File: config.mk
export PLATFORM = sky130hd
export DESIGN_NAME = alu_issue_ctrl
export DESIGN_NICKNAME = d
export VERILOG_FILES = /design/src/rtl/alu_issue_ctrl.sv
export SDC_FILE = /design/constraint.sdc
export NUM_CORES = 1
export LEC_CHECK = 0
export CAP_MARGIN = 10
export CORE_AREA = 5 5 90 84
export DETAILED_ROUTE_END_ITERATION = 8
export DIE_AREA = 0 0 95 89
export PLACE_DENSITY = 0.89
export SLEW_MARGIN = 15
export SYNTH_ARGS = -nofsm -noshare
export SYNTH_HDL_FRONTEND = slang
export SYNTH_SLANG_ARGS = --single-unit
File: constraint.sdc
create_clock -name clk -period 3.1 [get_ports clk]
set_input_delay 0.62 -clock clk [delete_from_list [all_inputs] [get_ports clk]]
set_output_delay 0.62 -clock clk [all_outputs]
set_load 0.02 [all_outputs]
File: src/rtl/alu_issue_ctrl.sv
// Issue stage in front of the 4-bit ALU: command FIFO, registered ALU drive,
// architectural carry/zero flags and in-flight tracking for carry-consuming ops.
module alu_issue_ctrl #(
  parameter int DEPTH = 4
) (
  input  logic                     clk,
  input  logic                     reset,
  input  logic                     cmd_valid,
  output logic                     cmd_ready,
  input  logic [3:0]               cmd_ctl,
  input  logic [3:0]               cmd_a,
  input  logic [3:0]               cmd_b,
  output logic                     alu_valid,
  output logic [3:0]               alu_ctl,
  output logic [3:0]               alu_a,
  output logic [3:0]               alu_b,
  output logic                     alu_cin,
  input  logic                     alu_valid_out,
  input  logic                     alu_carry,
  input  logic                     alu_zero,
  input  logic                     flag_clr,
  output logic                     carry_flag,
  output logic                     zero_flag,
  output logic [$clog2(DEPTH):0]   fifo_level,
  output logic [1:0]               outstanding,
  output logic [7:0]               drop_cnt
);

  localparam int PW = $clog2(DEPTH);
  localparam logic [PW:0] LVL_FULL = (PW+1)'(DEPTH);
  localparam logic [PW:0] LVL_ZERO = (PW+1)'(0);
  localparam logic [PW:0] LVL_ONE  = (PW+1)'(1);
  localparam logic [PW-1:0] PTR_ONE = PW'(1);

  logic [11:0]   r_mem [DEPTH];
  logic [PW-1:0] r_wr_ptr;
  logic [PW-1:0] r_rd_ptr;
  logic [PW:0]   r_level;
  logic [1:0]    r_outstanding;
  logic [7:0]    r_drop_cnt;
  logic          r_carry_flag;
  logic          r_zero_flag;
  logic          r_alu_valid;
  logic [3:0]    r_alu_ctl;
  logic [3:0]    r_alu_a;
  logic [3:0]    r_alu_b;
  logic          r_alu_cin;

  logic          w_ready;
  logic          w_push;
  logic          w_empty;
  logic [11:0]   w_head;
  logic          w_head_invalid;
  logic          w_head_carry_op;
  logic          w_issue;
  logic          w_drop;
  logic          w_pop;

  assign w_ready = (r_level != LVL_FULL);
  assign w_push  = cmd_valid && w_ready;
  assign w_empty = (r_level == LVL_ZERO);
  assign w_head  = r_mem[r_rd_ptr];

  // Carry-consuming ops wait for every older result so alu_cin sees the final flag.
  always_comb begin
    w_head_invalid  = 1'b0;
    w_head_carry_op = 1'b0;
    w_issue         = 1'b0;
    w_drop          = 1'b0;
    case (w_head[11:8])
      4'd14, 4'd15: w_head_invalid  = 1'b1;
      4'd4, 4'd6:   w_head_carry_op = 1'b1;
      default:      w_head_invalid  = 1'b0;
    endcase
    if (w_empty) begin
      w_issue = 1'b0;
      w_drop  = 1'b0;
    end else if (w_head_invalid) begin
      w_drop = 1'b1;
    end else if (w_head_carry_op) begin
      w_issue = (r_outstanding == 2'd0);
    end else begin
      w_issue = (r_outstanding != 2'd3);
    end
    w_pop = w_issue || w_drop;
  end

  // Payload storage needs no reset; occupancy is tracked by the pointers and level.
  always_ff @(posedge clk) begin
    if (w_push) begin
      r_mem[r_wr_ptr] <= {cmd_ctl, cmd_a, cmd_b};
    end
  end

  always_ff @(posedge clk or posedge reset) begin
    if (reset) begin
      r_wr_ptr <= '0;
      r_rd_ptr <= '0;
      r_level  <= LVL_ZERO;
    end else begin
      if (w_push) begin
        r_wr_ptr <= r_wr_ptr + PTR_ONE;
      end
      if (w_pop) begin
        r_rd_ptr <= r_rd_ptr + PTR_ONE;
      end
      case ({w_push, w_pop})
        2'b10:   r_level <= r_level + LVL_ONE;
        2'b01:   r_level <= r_level - LVL_ONE;
        default: r_level <= r_level;
      endcase
    end
  end

  // A return with nothing outstanding (stale, from before a reset) must not underflow.
  always_ff @(posedge clk or posedge reset) begin
    if (reset) begin
      r_outstanding <= 2'd0;
    end else begin
      case ({w_issue, alu_valid_out})
        2'b10:   r_outstanding <= r_outstanding + 2'd1;
        2'b01:   r_outstanding <= (r_outstanding == 2'd0) ? 2'd0 : r_outstanding - 2'd1;
        default: r_outstanding <= r_outstanding;
      endcase
    end
  end

  always_ff @(posedge clk or posedge reset) begin
    if (reset) begin
      r_drop_cnt <= 8'd0;
    end else if (w_drop && (r_drop_cnt != 8'hFF)) begin
      r_drop_cnt <= r_drop_cnt + 8'd1;
    end else begin
      r_drop_cnt <= r_drop_cnt;
    end
  end

  always_ff @(posedge clk or posedge reset) begin
    if (reset) begin
      r_carry_flag <= 1'b0;
      r_zero_flag  <= 1'b0;
    end else if (flag_clr) begin
      r_carry_flag <= 1'b0;
      r_zero_flag  <= 1'b0;
    end else if (alu_valid_out) begin
      r_carry_flag <= alu_carry;
      r_zero_flag  <= alu_zero;
    end else begin
      r_carry_flag <= r_carry_flag;
      r_zero_flag  <= r_zero_flag;
    end
  end

  // Operand/control registers hold between issues; only valid drops.
  always_ff @(posedge clk or posedge reset) begin
    if (reset) begin
      r_alu_valid <= 1'b0;
      r_alu_ctl   <= 4'd0;
      r_alu_a     <= 4'd0;
      r_alu_b     <= 4'd0;
      r_alu_cin   <= 1'b0;
    end else if (w_issue) begin
      r_alu_valid <= 1'b1;
      r_alu_ctl   <= w_head[11:8];
      r_alu_a     <= w_head[7:4];
      r_alu_b     <= w_head[3:0];
      r_alu_cin   <= r_carry_flag;
    end else begin
      r_alu_valid <= 1'b0;
    end
  end

  assign cmd_ready   = w_ready;
  assign alu_valid   = r_alu_valid;
  assign alu_ctl     = r_alu_ctl;
  assign alu_a       = r_alu_a;
  assign alu_b       = r_alu_b;
  assign alu_cin     = r_alu_cin;
  assign carry_flag  = r_carry_flag;
  assign zero_flag   = r_zero_flag;
  assign fifo_level  = r_level;
  assign outstanding = r_outstanding;
  assign drop_cnt    = r_drop_cnt;

endmodule

==> qor.yml, run 1 <==
status:
  status: "finished, final reports clean"
sta:
  slew_headroom_pct: 50.13
  setup_viol: 0
  min_period_over_period_pct: 92.22
  fin_setup_tns_ns: 0
  hold_viol_final: 0
  report.final.slew_viol_count: 0
  tightest_slew_ns: 0.7424
  max_clock_freq_mhz: 349.8
  rsz0062_at_grt: "no"
  skew_ns: 0.01436
  layout_min_cycle_time_ns: 2.859
synth:
  synthDistinctLibCells: 31
  syn-mean-instance-area_sq_um: 17.32
  synth_warnings: 0
  synth_nets: 226
  syn_inst: 195
  ys_seq_area_share_pct: 67.11
  syn_area_sq_um: 3378
  ys_seq_elements: 81
drt:
  drtIter0Drc: 78
  via_per_inst: 5.245
  wirelength_mm: 6.024
  num_vias: 1841
  post_drt_wl_per_cell_um: 17.16
  drc_errors: 0
  drtAntennaViolNets: 0
  dr.pass1.iters: 4
place:
  portBuffers: 48
  place_hpwl_mm: 4.185
  gp_congestion: 0.7700
  placed_cell_area_sq_um: 3983
global_routing:
  antenna_found_initial: 0
  grt-ovfl-total: 0
  grt_first_pass_wirelength_mm: 9.701
  grt.total_usage_pct: 15.82
  grt_max_degree: 34
  grt_pass1_vias: 1900
worst_hold_path:
  holdCritStartpoint: "drop_cnt[6]$_DFFE_PP0P_"
  holdPathEnd: "drop_cnt[6]$_DFFE_PP0P_"
  hold_class: "reg2reg"
  hold-path-cell-count: 1
worst_setup_path:
  r2r-end: "fifo_level[2]$_DFFE_PP0P_"
  crit_start: "r_rd_ptr[0]$_DFFE_PP0P_"
  crit_type: "reg2reg"
  required_ns: 3.38
  path_max_fanout: 7
  start_kind: "register"
  end_kind: "register"
  rr_worst_depth: 10
  arrival_ns: 3.14
  r2r-start: "r_rd_ptr[0]$_DFFE_PP0P_"
  reg2reg_slack_ns: 0.24
cells_and_area:
  num_antenna_cells: 0
  area_growth_pct: 24.41
  register_area_sq_um: 2268
  final_design_area_no_fill_sq_um: 4203
  num-fill-cells: 447
  multi_input_area_sq_um: 1032
  drive_gt1_share_pct: 19.16
  nets: 287
cts:
  clockBufferDepth: 2
  cts_resized: 0
  cts_tree: "done"
  cts_setup_buffers: 0
  cts-root-buf: "clkbuf_8"
  holdBufCountCts: 0
  clock_latency_ns: 0.35
  clkTransAtPathRegs_ns: 0.09
  cts_buffers: 9
  htreeDepth: 3
  cts_sinks: 81
floorplanning:
  die_h_um: 89
  dieWidth_um: 95
  die_area_sq_um: 8455
  io_pins: 49
  core-area_sq_um: 6446
  floorplan.initialDensity_pct: 52.41
  fp-row-count: 28
job:
  max_cap_violations: 0
power:
  leakagePower_nw: 1.630
  powerDensity_nw_per_um2: 1106
  ir_drop_mv: 0.4152
## Yosys cell counts (all sizes together)
| master | n | area (sq um) |
|---|---|---|
| dfrtp | 33 | 825.8 |
| and3 | 6 | 37.54 |
| nor2b | 2 | 12.51 |
| a211oi | 2 | 15.01 |
| xnor2 | 9 | 78.83 |
| o211ai | 1 | 7.510 |
| a311oi | 1 | 15.01 |
| a21oi | 2 | 10.01 |
| mux2i | 4 | 40.04 |
| nand2 | 5 | 18.77 |
| and2 | 1 | 6.260 |
| fa | 1 | 20.02 |
| ha | 11 | 137.6 |
| o21a | 1 | 7.510 |
| nand2b | 1 | 13.76 |
| edfxtp | 48 | 1441 |
| clkbuf | 1 | 3.750 |
| nor3 | 2 | 10.01 |
| nor2 | 4 | 15.01 |
| xor2 | 4 | 35.03 |
| mux2 | 12 | 157.7 |
| o21ai | 4 | 20.02 |
| mux4 | 12 | 270.3 |
| inv | 12 | 45.04 |
| buf | 3 | 30.03 |
| nand3 | 3 | 15.01 |
| nor3b | 4 | 30.03 |
| o2bb2ai | 1 | 27.53 |
| nand4 | 5 | 31.28 |
## cell families (layout without fill, tap and decap cells)
| kind of cell | after synthesis | in the layout | synth area share, % |
|---|---|---|---|
| multiplexers | 28 | 28 | 13.85 |
| buffers and inverters | 16 | 82 | 2.333 |
| adder cells (fa/ha/maj) | 12 | 12 | 4.667 |
| AND/OR/NAND/NOR | 33 | 33 | 5.630 |
| XOR/XNOR | 13 | 13 | 3.370 |
| flip-flops | 81 | 81 | 67.11 |
| AO/OA/AOI/OAI | 12 | 12 | 3.037 |
## layout make-up
type | count | share of cell area (%)
clock buffers | 9 | 2.947
clock inverters | 7 | 2.263
inverters | 12 | 1.072
multi-input cells | 98 | 24.56
flip-flops and latches | 81 | 53.97
well taps | 90 | 2.679
repair buffers | 54 | 12.50
## sequential cells by signal (all words and copies together), names as in the netlist, 2 cells and up
| signal | count |
|---|---|
| alu_a | 4 |
| alu_b | 4 |
| alu_ctl | 4 |
| drop_cnt | 8 |
| fifo_level | 3 |
| outstanding | 2 |
| r_mem | 48 |
| r_rd_ptr | 2 |
| r_wr_ptr | 2 |
## worst max-delay path: stages, from the launching register on
cell	delay [ns]
dfrtp_2	0.48
mux4_2	0.54
nor2b_1	0.17
a211oi_1	0.30
o21a_1	0.22
ha_1	0.20
inv_1	0.07
fa_1	0.39
xor2_1	0.16
nor2_1	0.11
xor2_1	0.15
## metal layers
metal  routed length [um]  track usage, %  vias up
met5                    0               0        -
met4                   93           7.077        0
met3                  325           3.956        7
met2                 2981           26.31       53
met1                 2622           19.83      924
li1                     -               -      857
## through the flow
stage | power [mW] | setup slack, ns | std cells | util [%] | hold slack [ns]
2_1_floorplan | 3.169 | 0.4263 | 195 | - | 0.5796
3_3_place_gp | 3.753 | 0.2986 | 335 | 61.78 | 0.4818
3_5_place_dp | 3.846 | 0.1667 | 335 | 61.78 | 0.4757
4_1_cts | 4.695 | 0.1259 | 351 | 65.18 | 0.4919
5_1_grt | 4.930 | 0.02770 | 351 | 65.20 | 0.5238
6_report | 4.647 | 0.2412 | 351 | 65.20 | 0.4917
## cells in the final DEF (no fill, tap or decap), drive strengths merged
cell,count
mux2i,4
o211ai,1
a211oi,2
a311oi,1
o21ai,4
and3,6
nor2,4
and2,1
mux2,12
dfrtp,33
o2bb2ai,1
clkbuf,9
buf,6
a21oi,2
nor2b,2
inv,17
bufinv,1
edfxtp,48
nor3b,4
xnor2,9
nand4,5
nor3,2
nand2b,1
clkinv,1
nand3,3
o21a,1
fa,1
clkdlybuf4s50,48
nand2,5
mux4,12
xor2,4
ha,11
## where the power goes
group / leakage, nW / internal, mW / switching (mW)
Clock: 0.111 / 0.398 / 0.423
Sequential: 0.841 / 1.49 / 0.213
Combinational: 0.678 / 1.09 / 1.03
Total: 1.63 / 2.98 / 1.67
## how the worst max path moves through the flow
| stage | depth (start not counted) | to |
|---|---|---|
| after floorplan | 11 | fifo_level[2]$_DFFE_PP0P_ |
| after global placement | 10 | fifo_level[2]$_DFFE_PP0P_ |
| after detailed placement | 10 | fifo_level[2]$_DFFE_PP0P_ |
| after CTS | 10 | fifo_level[2]$_DFFE_PP0P_ |
| after global routing | 10 | fifo_level[2]$_DFFE_PP0P_ |
| final | 10 | fifo_level[2]$_DFFE_PP0P_ |
Power figures use the tool's default switching activity.
==> run 2: changes to the inputs <==
GPL_TIMING_DRIVEN = 0   (was not set)
RECOVER_POWER = 50   (was not set)
==> qor.yml, run 2 (synthesized netlist as in run 1, its figures left out) <==
drt:
  drtIter0Drc: 117  # +50%
  drtAntennaViolNets: 0  # unchanged
  dr.pass1.iters: 4  # unchanged
  post_drt_wl_per_cell_um: 17.12  # -0.23%
  num_vias: 1831  # -0.54%
  wirelength_mm: 5.976  # -0.80%
  drc_errors: 0  # unchanged
  via_per_inst: 5.246  # about the same
global_routing:
  grt-ovfl-total: 0  # unchanged
  grt_first_pass_wirelength_mm: 9.860  # +1.6%
  antenna_found_initial: 1  # +1
  grt_max_degree: 34  # unchanged
  grt_pass1_vias: 2005  # +5.5%
  grt.total_usage_pct: 16.00  # +0.17 points
cells_and_area:
  largest_reg_flops: 48  # unchanged
  nets: 285  # -0.70%
  layout_commonest_cell: "edfxtp_1"
  largest_register: "r_mem"
  final_cell_mix: "edfxtp_1, dfrtp_1, clkdlybuf4s50_1"
  num-fill-cells: 457  # +2.2%
  drive_gt1_share_pct: 18.15  # -1.0 points
  layout.core_utilization_pct: 64.93  # -0.27 points
  area_growth_pct: 23.89
  num_antenna_cells: 0  # unchanged
floorplanning:
  fp-row-count: 28  # unchanged
  io_pins: 49  # unchanged
  die_h_um: 89  # unchanged
  dieWidth_um: 95  # unchanged
  core-area_sq_um: 6446  # unchanged
  floorplan.initialDensity_pct: 52.41  # unchanged
  die_area_sq_um: 8455  # unchanged
cts:
  clock_latency_ns: 0.35  # about the same
  cts-root-buf: "clkbuf_8"
  cts_tree: "done"
  htreeDepth: 3  # unchanged
  cts_sinks: 81  # unchanged
  clkTransAtPathRegs_ns: 0.08  # about the same
  clockBufferDepth: 2  # unchanged
  cts_buffers: 9  # unchanged
worst_setup_path:
  r2r-start: "r_rd_ptr[0]$_DFFE_PP0P_"
  end_kind: "register"
  required_ns: 3.38  # about the same
  arrival_ns: 3.15  # about the same
  path_max_fanout: 6  # -1
  crit_type: "reg2reg"
  crit_start: "r_rd_ptr[0]$_DFFE_PP0P_"
  start_kind: "register"
job:
  max_cap_violations: 0  # unchanged
sta:
  report.final.slew_viol_count: 0  # unchanged
  min_period_over_period_pct: 92.56  # +0.35 points
  slew_headroom_pct: 17.26  # -33 points
  tightest_slew_ns: 1.240  # +0.4973 ns
  skew_ns: 0.01116  # -0.003202 ns
  rsz0062_at_grt: "no"
  setup_viol: 0  # unchanged
  hold_viol_final: 0  # unchanged
  layout_min_cycle_time_ns: 2.870  # +0.01070 ns
  max_clock_freq_mhz: 348.5  # -0.37%
  fin_setup_tns_ns: 0  # unchanged
power:
  leakagePower_nw: 1.613  # -1.0%
  ir_drop_mv: 0.3797  # -8.6%
  powerDensity_nw_per_um2: 1103  # -0.26%
status:
  status: "finished, final reports clean"
worst_hold_path:
  holdCritStartpoint: "drop_cnt[4]$_DFFE_PP0P_"
  hold_class: "reg2reg"
place:
  place_hpwl_mm: 4.295  # +2.6%
  gp_congestion: 0.7814  # +1.5%
  portBuffers: 48  # unchanged
==> run 2: cell count changes in the layout (fill, tap and decap cells not counted), moves of 2 or more <==
cell | previous run | this run
clkdlybuf4s50_1 | 48 | 33
dlygate4sd3_1 | 0 | 15
buf_4 | 6 | 1
buf_6 | 0 | 2
clkinvlp_4 | 0 | 2
inv_8 | 2 | 0
==> run 2: critical path: stages (launching register included) <==
cell	delay, ns
dfrtp_1	0.34
buf_6	0.13
mux4_2	0.60
nor2b_1	0.20
a211oi_2	0.26
o21a_1	0.22
ha_1	0.20
inv_1	0.06
fa_1	0.37
xor2_1	0.15
nor2_1	0.11
xor2_1	0.16
==> run 2: final timing paths <==
path	end	slack (ns)	depth (start not counted)
setup / recovery	fifo_level[2]$_DFFE_PP0P_	0.23	11
hold / removal	drop_cnt[4]$_DFFE_PP0P_	0.50	1
setup reg to reg	fifo_level[2]$_DFFE_PP0P_	0.23	11
hold reg to reg	drop_cnt[4]$_DFFE_PP0P_	0.50	1
max in group asynchronous	r_wr_ptr[1]$_DFFE_PP0P_	1.31	2
min in group asynchronous	alu_b[3]$_DFFE_PP0P_	1.05	2
==> run 2: cell type report <==
| type | instances | area (sq um) | area share, % |
|---|---|---|---|
| Buffer | 4 | 33.78 | 0.8072 |
| Clock buffer | 10 | 137.6 | 3.288 |
| Clock inverter | 6 | 71.32 | 1.704 |
| Inverter | 12 | 45.04 | 1.076 |
| Multi-Input combinational cell | 98 | 1037 | 24.78 |
| Sequential cell | 81 | 2267 | 54.17 |
| Tap cell | 90 | 112.6 | 2.691 |
| Timing Repair Buffer | 48 | 480.5 | 11.48 |
==> run 2: report_power, final <==
group / switching (mW) / leakage (nW) / internal [mW] / total (mW)
clock: 0.389 / 0.0999 / 0.402 / 0.791
combinational: 1.06 / 0.671 / 1.08 / 2.14
sequential: 0.187 / 0.842 / 1.49 / 1.68
==> run 2: stage by stage <==
step	std cells	power (mW)	hold slack, ns	area [sq um]	setup slack, ns
3_5_place_dp	333	3.868	0.4962	3971	0.1813
2_1_floorplan	195	3.169	0.5796	3378	0.4263
3_3_place_gp	333	3.739	0.4784	3971	0.2560
4_1_cts	349	4.667	0.5085	4180	0.1607
6_report	349	4.616	0.5011	4185	0.2305
5_1_grt	349	4.917	0.5236	4185	0.03886
==> run 2: per-layer routing <==
layer  part of all wire [%]  global-route usage, %  wire, um
met5                   0.12                      0         7
met1                     42                  19.40      2504
met2                     51                  26.63      3024
met3                    5.1                  4.630       305
met4                    2.2                  7.602       133
==> run 2: timing repair <==
action,in CTS,in global routing
setup buffers,0,0
endpoints found under the setup margin,0,1
gates resized for setup,0,1
hold buffers,0,0
==> run 3: changes to the inputs <==
--- a/config.mk
+++ b/config.mk
@@ -7,3 +7,3 @@
 export LEC_CHECK = 0
-export CAP_MARGIN = 10
+export CAP_MARGIN = 20
 export CORE_AREA = 5 5 90 84
@@ -14,2 +14,3 @@
 export RECOVER_POWER = 50
+export SETUP_SLACK_MARGIN = 0.15
 export SLEW_MARGIN = 15
==> constraint.sdc (replaced) <==
create_clock -name clk -period 3.1 [get_ports clk]
set_input_delay 0.31 -clock clk [delete_from_list [all_inputs] [get_ports clk]]
set_output_delay 0.31 -clock clk [all_outputs]
set_load 0.02 [all_outputs]
==> qor.yml, run 3 (synthesized netlist as in run 1, its figures left out) <==
power:
  ir_drop_mv: 0.3660  # -3.6%
  leakagePower_nw: 1.642  # +1.8%
  finalPower_mw: 4.655  # +0.85%
  powerDensity_nw_per_um2: 1104  # +0.13%
cts:
  clkTransAtPathRegs_ns: 0.08  # about the same
  clockBufferDepth: 2  # unchanged
  cts_sinks: 81  # unchanged
  holdBufCountCts: 0  # unchanged
  cts_buffers: 9  # unchanged
  clock_latency_ns: 0.35  # about the same
  htreeDepth: 3  # unchanged
  cts-root-buf: "clkbuf_8"
  cts_tree: "done"
worst_setup_path:
  start_kind: "register"
  cp_common_cell: "xor2_1"
  arrival_ns: 3.04  # -0.11 ns
  critical-path-top-delay-family: "adder cells"
  crit_buf_inv: 2  # unchanged
  crit_type: "reg2reg"
  required_ns: 3.38  # about the same
  path_max_fanout: 10  # +4
  slowest_stage: "dfrtp_1"
  end_kind: "register"
  path_cells: "buf_4 > mux4_2 > nor3b_1 > a21oi_1 > o21a_1 > ha_1 > inv_1 > fa_1 > xor2_1 > nor2_1 > xor2_1"
  critPathMaxStageDelay_ns: 0.45  # -0.15 ns
cells_and_area:
  layout_commonest_cell: "edfxtp_1"
  layout.core_utilization_pct: 65.39  # +0.47 points
  final_cell_mix: "edfxtp_1, dfrtp_1, dlygate4sd3_1"
  num_antenna_cells: 0  # unchanged
  largest_reg_flops: 48  # unchanged
  nets: 289  # +1.4%
  area_growth_pct: 24.78
  num-fill-cells: 451  # -1.3%
  final_design_area_no_fill_sq_um: 4215  # +0.72%
  largest_register: "r_mem"
  drive_gt1_share_pct: 19.39  # +1.2 points
sta:
  skew_ns: 0.01154  # +0.0003757 ns
  report.final.slew_viol_count: 0  # unchanged
  fin_setup_tns_ns: 0  # unchanged
  slew_headroom_pct: 18.29  # +1.0 points
  rsz0062_at_grt: "no"
  hold_slack_ns: 0.5016  # +0.0004970 ns
  tightest_slew_ns: 1.224  # -0.01532 ns
  hold_viol_final: 0  # unchanged
  layout_min_cycle_time_ns: 2.759  # -0.1109 ns
  setup_viol: 0  # unchanged
  max_clock_freq_mhz: 362.5  # +4.0%
  min_period_over_period_pct: 88.99  # -3.6 points
place:
  place_hpwl_mm: 4.295  # unchanged
  placed_cell_area_sq_um: 3971  # unchanged
  gp_congestion: 0.7814  # unchanged
  portBuffers: 48  # unchanged
global_routing:
  grt_first_pass_wirelength_mm: 9.860  # unchanged
  grt.total_usage_pct: 16.00  # unchanged
  use_met3_pct: 4.630  # unchanged
  grt_max_degree: 34  # unchanged
  grt_pass1_vias: 2005  # unchanged
  grt_busiest_layer: "met2"
  grt_util_met2_pct: 26.63  # unchanged
  grt_util_met1_pct: 19.40  # unchanged
  grt-ovfl-total: 0  # unchanged
  antenna_found_initial: 1  # unchanged
floorplanning:
  core-area_sq_um: 6446  # unchanged
  dieWidth_um: 95  # unchanged
  fp-row-count: 28  # unchanged
  die_h_um: 89  # unchanged
  floorplan.initialDensity_pct: 52.41  # unchanged
  io_pins: 49  # unchanged
  die_area_sq_um: 8455  # unchanged
job:
  max_cap_violations: 0  # unchanged
drt:
  via_per_inst: 5.252  # +0.11%
  drc_errors: 0  # unchanged
  wirelength_mm: 6.095  # +2.0%
  num_vias: 1854  # +1.3%
  drtAntennaViolNets: 0  # unchanged
  post_drt_wl_per_cell_um: 17.27  # +0.84%
  dr.pass1.iters: 4  # unchanged
  drtIter0Drc: 110  # -6.0%
worst_hold_path:
  hold_class: "reg2reg"
status:
  status: "finished, final reports clean"
## run 3: where the power goes
| part | leakage (nW) | total, mW | internal [mW] | switching [mW] |
|---|---|---|---|---|
| combinational | 0.700 | 2.18 | 1.10 | 1.08 |
| clock | 0.0999 | 0.792 | 0.402 | 0.390 |
| sequential | 0.842 | 1.68 | 1.49 | 0.185 |
## run 3: what timing repair did
item,CTS,global route
resized for setup,0,1
setup endpoints to repair,0,1
buffers inserted,0,4
## run 3: layer usage
metal / vias up / part of all wire [%]
met5: - / 0.11
met4: 2 / 1.8
met3: 13 / 5.9
met2: 49 / 52
met1: 935 / 40
li1: 855 / -
## run 3: path summary, 6_finish.rpt
check	from	endpoint	slack [ns]	cells after the start
max	r_rd_ptr[1]$_DFFE_PP0P_	fifo_level[2]$_DFFE_PP0P_	0.34	11
min	drop_cnt[4]$_DFFE_PP0P_	drop_cnt[4]$_DFFE_PP0P_	0.50	1
max reg2reg	r_rd_ptr[1]$_DFFE_PP0P_	fifo_level[2]$_DFFE_PP0P_	0.34	11
min reg2reg	drop_cnt[4]$_DFFE_PP0P_	drop_cnt[4]$_DFFE_PP0P_	0.50	1
max in group asynchronous	reset	r_wr_ptr[1]$_DFFE_PP0P_	1.64	2
min in group asynchronous	reset	alu_b[3]$_DFFE_PP0P_	0.73	2
## run 3: area by class of cell
class                           instances  area (sq um)  area share, %
Multi-Input combinational cell         98          1037          24.61
Buffer                                  4         33.78         0.8014
Tap cell                               90         112.6          2.671
Inverter                               12         45.04          1.069
Clock buffer                           10         137.6          3.265
Clock inverter                          6         71.32          1.692
Sequential cell                        81          2267          53.78
Timing Repair Buffer                   52         510.5          12.11
## run 3: worst register-to-register path: cells and delay by family (launching register included)
| family | cells | cell delay, ns |
|---|---|---|
| AOI/OAI and AO/OA | 2 | 0.40 |
| xor gates and xnor gates | 2 | 0.32 |
| adders and majority gates | 2 | 0.57 |
| buffers and inverters | 2 | 0.30 |
| DFF | 1 | 0.45 |
| muxes | 1 | 0.37 |
| and+or+nand+nor | 2 | 0.28 |
## run 3: stage by stage
| stage | setup WS, ns | std cells |
|---|---|---|
| 2_1_floorplan | 0.4263 | 195 |
| 3_3_place_gp | 0.2560 | 333 |
| 3_5_place_dp | 0.1813 | 333 |
| 4_1_cts | 0.1607 | 349 |
| 5_1_grt | 0.1420 | 353 |
| 6_report | 0.3414 | 353 |
